--- config.mk ---
export PLATFORM = sky130hd
export DESIGN_NAME = rv32i_decode
export DESIGN_NICKNAME = d
export VERILOG_FILES = /design/src/rtl/rv32i_decode.sv
export SDC_FILE = /design/constraint.sdc
export NUM_CORES = 1
export LEC_CHECK = 0
export CAP_MARGIN = 5
export CELL_PAD_IN_SITES_DETAIL_PLACEMENT = 0
export CELL_PAD_IN_SITES_GLOBAL_PLACEMENT = 2
export CORE_ASPECT_RATIO = 1.25
export CORE_MARGIN = 2
export CORE_UTILIZATION = 31
export DETAILED_ROUTE_END_ITERATION = 8
export GPL_TIMING_DRIVEN = 0
export PLACE_DENSITY = 0.9
export SYNTH_ARGS = -nofsm -noshare
export SYNTH_HDL_FRONTEND = slang
export SYNTH_SLANG_ARGS = --single-unit
--- constraint.sdc ---
create_clock -name clk -period 2 [get_ports clk]
set_clock_uncertainty 0.05 [all_clocks]
set_input_delay 0.4 -clock clk [delete_from_list [all_inputs] [get_ports clk]]
set_output_delay 0.4 -clock clk [all_outputs]
set_load 0.01 [all_outputs]
--- src/rtl/rv32i_decode.sv ---
// Registered RV32I instruction decoder: splits the fetched word into raw fields,
// builds the format-specific immediate and flags illegal or unsupported encodings.
module rv32i_decode (
    input  logic        clk,
    input  logic        rst,
    input  logic        en,
    input  logic [31:0] insn,
    output logic [4:0]  opcode,
    output logic [6:0]  funct7,
    output logic [2:0]  funct3,
    output logic        invalid,
    output logic [4:0]  rd,
    output logic [4:0]  rs1,
    output logic [4:0]  rs2,
    output logic [31:0] imm
);

    localparam logic [4:0] OP_LOAD   = 5'b00000;
    localparam logic [4:0] OP_MISC   = 5'b00011;
    localparam logic [4:0] OP_ALUIMM = 5'b00100;
    localparam logic [4:0] OP_AUIPC  = 5'b00101;
    localparam logic [4:0] OP_STORE  = 5'b01000;
    localparam logic [4:0] OP_ALU    = 5'b01100;
    localparam logic [4:0] OP_LUI    = 5'b01101;
    localparam logic [4:0] OP_BRANCH = 5'b11000;
    localparam logic [4:0] OP_JALR   = 5'b11001;
    localparam logic [4:0] OP_JAL    = 5'b11011;
    localparam logic [4:0] OP_SYSTEM = 5'b11100;

    localparam logic [6:0] F7_BASE = 7'b0000000;
    localparam logic [6:0] F7_ALT  = 7'b0100000;

    logic [4:0]  op_d;
    logic [2:0]  f3_d;
    logic [6:0]  f7_d;
    logic [31:0] imm_i;
    logic [31:0] imm_s;
    logic [31:0] imm_b;
    logic [31:0] imm_u;
    logic [31:0] imm_j;
    logic [31:0] imm_d;
    logic        bad_d;

    assign op_d = insn[6:2];
    assign f3_d = insn[14:12];
    assign f7_d = insn[31:25];

    assign imm_i = {{20{insn[31]}}, insn[31:20]};
    assign imm_s = {{20{insn[31]}}, insn[31:25], insn[11:7]};
    assign imm_b = {{19{insn[31]}}, insn[31], insn[7], insn[30:25], insn[11:8], 1'b0};
    assign imm_u = {insn[31:12], 12'b0};
    assign imm_j = {{11{insn[31]}}, insn[31], insn[19:12], insn[20], insn[30:21], 1'b0};

    always_comb begin
        imm_d = 32'h0;
        bad_d = 1'b0;

        if (insn == 32'h0 || insn[1:0] != 2'b11)
            bad_d = 1'b1;

        case (op_d)
            OP_LOAD: begin
                imm_d = imm_i;
                if (f3_d == 3'b011 || f3_d == 3'b110 || f3_d == 3'b111)
                    bad_d = 1'b1;
            end
            OP_MISC: begin
                imm_d = imm_i;
            end
            OP_ALUIMM: begin
                imm_d = imm_i;
                // shift-immediates carry funct7 in the upper immediate bits
                if (f3_d == 3'b001 && f7_d != F7_BASE)
                    bad_d = 1'b1;
                if (f3_d == 3'b101 && f7_d != F7_BASE && f7_d != F7_ALT)
                    bad_d = 1'b1;
            end
            OP_AUIPC, OP_LUI: begin
                imm_d = imm_u;
            end
            OP_STORE: begin
                imm_d = imm_s;
                if (f3_d >= 3'b011)
                    bad_d = 1'b1;
            end
            OP_ALU: begin
                if (f7_d != F7_BASE && f7_d != F7_ALT)
                    bad_d = 1'b1;
                if (f7_d == F7_ALT && f3_d != 3'b000 && f3_d != 3'b101)
                    bad_d = 1'b1;
            end
            OP_BRANCH: begin
                imm_d = imm_b;
                if (f3_d == 3'b010 || f3_d == 3'b011)
                    bad_d = 1'b1;
            end
            OP_JALR: begin
                imm_d = imm_i;
                if (f3_d != 3'b000)
                    bad_d = 1'b1;
            end
            OP_JAL: begin
                imm_d = imm_j;
            end
            OP_SYSTEM: begin
                // privileged-op legality for funct3=000 is left to later stages
                imm_d = imm_i;
                if (f3_d == 3'b100)
                    bad_d = 1'b1;
            end
            default: begin
                bad_d = 1'b1;
            end
        endcase

        if (bad_d)
            imm_d = 32'h0;
    end

    always_ff @(posedge clk or negedge rst) begin
        if (!rst) begin
            opcode  <= 5'h0;
            funct7  <= 7'h0;
            funct3  <= 3'h0;
            invalid <= 1'b0;
            rd      <= 5'h0;
            rs1     <= 5'h0;
            rs2     <= 5'h0;
            imm     <= 32'h0;
        end else if (en) begin
            opcode  <= op_d;
            funct7  <= f7_d;
            funct3  <= f3_d;
            invalid <= bad_d;
            rd      <= insn[11:7];
            rs1     <= insn[19:15];
            rs2     <= insn[24:20];
            imm     <= imm_d;
        end
    end

endmodule

==> results_dict.tcl <==
set metrics [dict create \
    ioPinCount 98 \
    grt_overflow 0 \
    worstSkewPairLatency_ns 0.33 \
    clockPowerShare_pct 42.6 \
    grt_setup_unrepaired "true" \
    place_area_um2 4210 \
    crit_path_cell_trace "buf_8, or4_4, o311ai_4, o311a_4, nand4_4, buf_12, buf_6, mux2_4" \
    synth_async_sr_flop_share_pct 100 \
    status "complete, but fails checks" \
    cp.required_ns 2.16 \
    postSynthAreaPerCell_um2 10.8 \
    grt_start_max_net_pins 64 \
    clockBufferDepth 2 \
    nets 435 \
    pre_cts_slack_ns -0.979 \
    cts_sinks 63 \
    dieArea_um2 10700 \
    finalMaxSlewViolations 0 \
    synth_edf_count 0 \
    crit_family "simple AND/OR/NAND/NOR gates" \
    fin_util_pct 50.8 \
    synth.top_cells.by_area "dfrtp_1, mux2_2, o32ai_2" \
    slew_headroom_pct 45.1 \
    multi_input_area_um2 1570 \
    cpPeakStageDelay_ns 0.58 \
    synth_nets 321 \
    ir_drop_mv 0.449 \
    setup_viol 17 \
    firstDrtPassIters 4 \
    end_kind "flip-flop" \
    ys_ff_latch 63 \
    clk_pin_slew_ns 0.06 \
    h-tree-depth 3 \
    fillers 878 \
    power.internal_mw 2.53 \
    synthFlopType "dfrtp_1" \
    fin_ws_ns -0.0724 \
    regArea_um2 1580 \
    antenna_found_initial 0 \
    power_frac_seq_pct 39.5 \
    drive_gt1_share_pct 28.1 \
    drt-total-wl_mm 9.48 \
    synth_commonest_cells "dfrtp_1, inv_1, mux2_2" \
    fmax_ghz 0.483 \
    worst_pin_slew_ns 0.824 \
    syn_area_um2 3080 \
    worstPathMaxFanout 5 \
    ys_types 47 \
    violations "setup timing" \
    leakage_nw 1.88 \
    die_x_um 93.1 \
    p_switching_mw 0.960 \
    cts_root_buf "clkbuf_16" \
    crit_path_start_kind "input port" \
    reg2reg_slack_ns 1.19 \
    syn2layout_area_growth_pct 59.6 \
    critical_path_class "in2reg" \
    final_area_um2 4910 \
    synth_top_cell_area_share_pct 51.3 \
    switching_share_pct 27.5 \
    synth.most_common_cell "dfrtp_1" \
    cts_tree "built" \
    timing.hold.ws_ns 0.103 \
    dieHeight_um 115 \
    num_rows 40 \
    hold_class "in2async" \
    cap_violations 0 \
    grt_use_total_pct 18.2 \
    antenna_cells_inserted 0 \
    period_needed_ns 2.07 \
    io_buffer_count 96 \
    path_buf_inv 3 \
    grt_pass1_vias 2839 \
    p_per_area_nw_per_um2 711 \
    via_count 2684 \
    power_frac_comb_pct 17.9 \
    start_util_pct 31.8 \
    period_share_pct 104 \
    ys_seq_area_share_pct 51.3 \
    worst_path_max_delay_cell "or4_4" \
    drt_iter0_drc 91 \
    viasPerCell 5.05 \
    place_hpwl_mm 6.54 \
    cp_data_arrival_time_ns 2.23 \
    finalHoldViolations 0 \
    synth_cells 286 \
    grt_first_pass_wirelength_mm 15.1 \
    yosysWarnings 0 \
    drc 0 \
    gp_congestion 0.841 \
    core_region_area_um2 9660 \
    hold_buffers 0 \
    yosysTopAreaCell "dfrtp_1" \
    drt-wirelength-per-cell_um 17.8 \
    ant_nets 0 \
    numCtsBuffers 9 \
]
==> metrics by stage <==
step | setup TNS [ns] | cells | total power, mW
final | -0.442 | 531 | 3.49
after global routing | -1.22 | 531 | 3.63
after global placement | -143.86 | 508 | 1.95
after floorplan | -1.62 | 286 | 1.64
after CTS | -2.03 | 531 | 3.50
after detailed placement | -39.75 | 508 | 1.95
==> final timing paths <==
kind | start | endpoint | cells past startpoint
setup / recovery | insn[26] | invalid | 8
hold / removal | rst | imm[8] | 1
setup reg to reg | opcode[2] | opcode[2] | 1
hold reg to reg | rs2[1] | rs2[1] | 1
max in group asynchronous | rst | imm[15] | 1
min in group clk | insn[26] | funct7[1] | 3
==> state kept, by name, indices dropped and copies added (netlist names) <==
| register | flops |
|---|---|
| opcode | 5 |
| funct7 | 7 |
| rs2 | 5 |
| invalid | 1 |
| rs1 | 5 |
| rd | 5 |
| funct3 | 3 |
| imm | 32 |
==> placed cells by master, fill, tap and decap left out, types with 5 or more instances in the layout <==
cell type and instances:
inv_1 42, nor2_1 5, buf_2 8, o32ai_4 6, clkdlybuf4s50_1 83, o22ai_1 12, a21oi_1 19, buf_6 5
clkbuf_16 9, o32ai_2 15, mux2_2 24, clkbuf_2 7, buf_4 6, dfrtp_1 63, nand2_1 11, o21ai_0 12
==> layout make-up <==
cell class / instances / area share [%]
flip-flops and latches: 63 / 32.1
multi-input cells: 161 / 32.0
repair buffers: 103 / 20.8
clock buffers: 10 / 4.87
inverters: 42 / 3.21
well taps: 126 / 3.21
plain buffers: 20 / 2.86
clock inverters: 6 / 0.892
==> timing repair <==
item | 4_1_cts | 5_1_grt
pin swaps | 27 | 7
cloned | 2 | 0
setup buffers | 5 | 1
gates resized for setup | 93 | 18
setup endpoints to repair | 52 | 33
==> per-layer routing <==
metal / up-vias / track usage [%] / part of all wire [%]
met4: 0 / 5.20 / 1.0
met5: - / 0 / 0
met1: 1337 / 22.0 / 43
met2: 68 / 31.4 / 50
li1: 1269 / - / -
met3: 10 / 5.90 / 5.7
==> cell families after synthesis <==
logic type      after synthesis  share of synthesized area [%]
compound gates               85                           21.3
flops                        63                           51.3
mux                          26                           9.48
xor+xnor                      2                          0.570
simple gates                 48                           9.15
buf+inv                      62                           8.22
==> power by group through the flow <==
stage	Clock [mW]	Combinational [mW]	Sequential, mW
floorplan	0	0.206	1.43
global placement	0	0.550	1.40
detailed placement	0	0.551	1.40
CTS	1.50	0.623	1.38
global route	1.57	0.673	1.39
finish	1.49	0.625	1.38
Note: power is estimated with default switching activity, not from simulation.
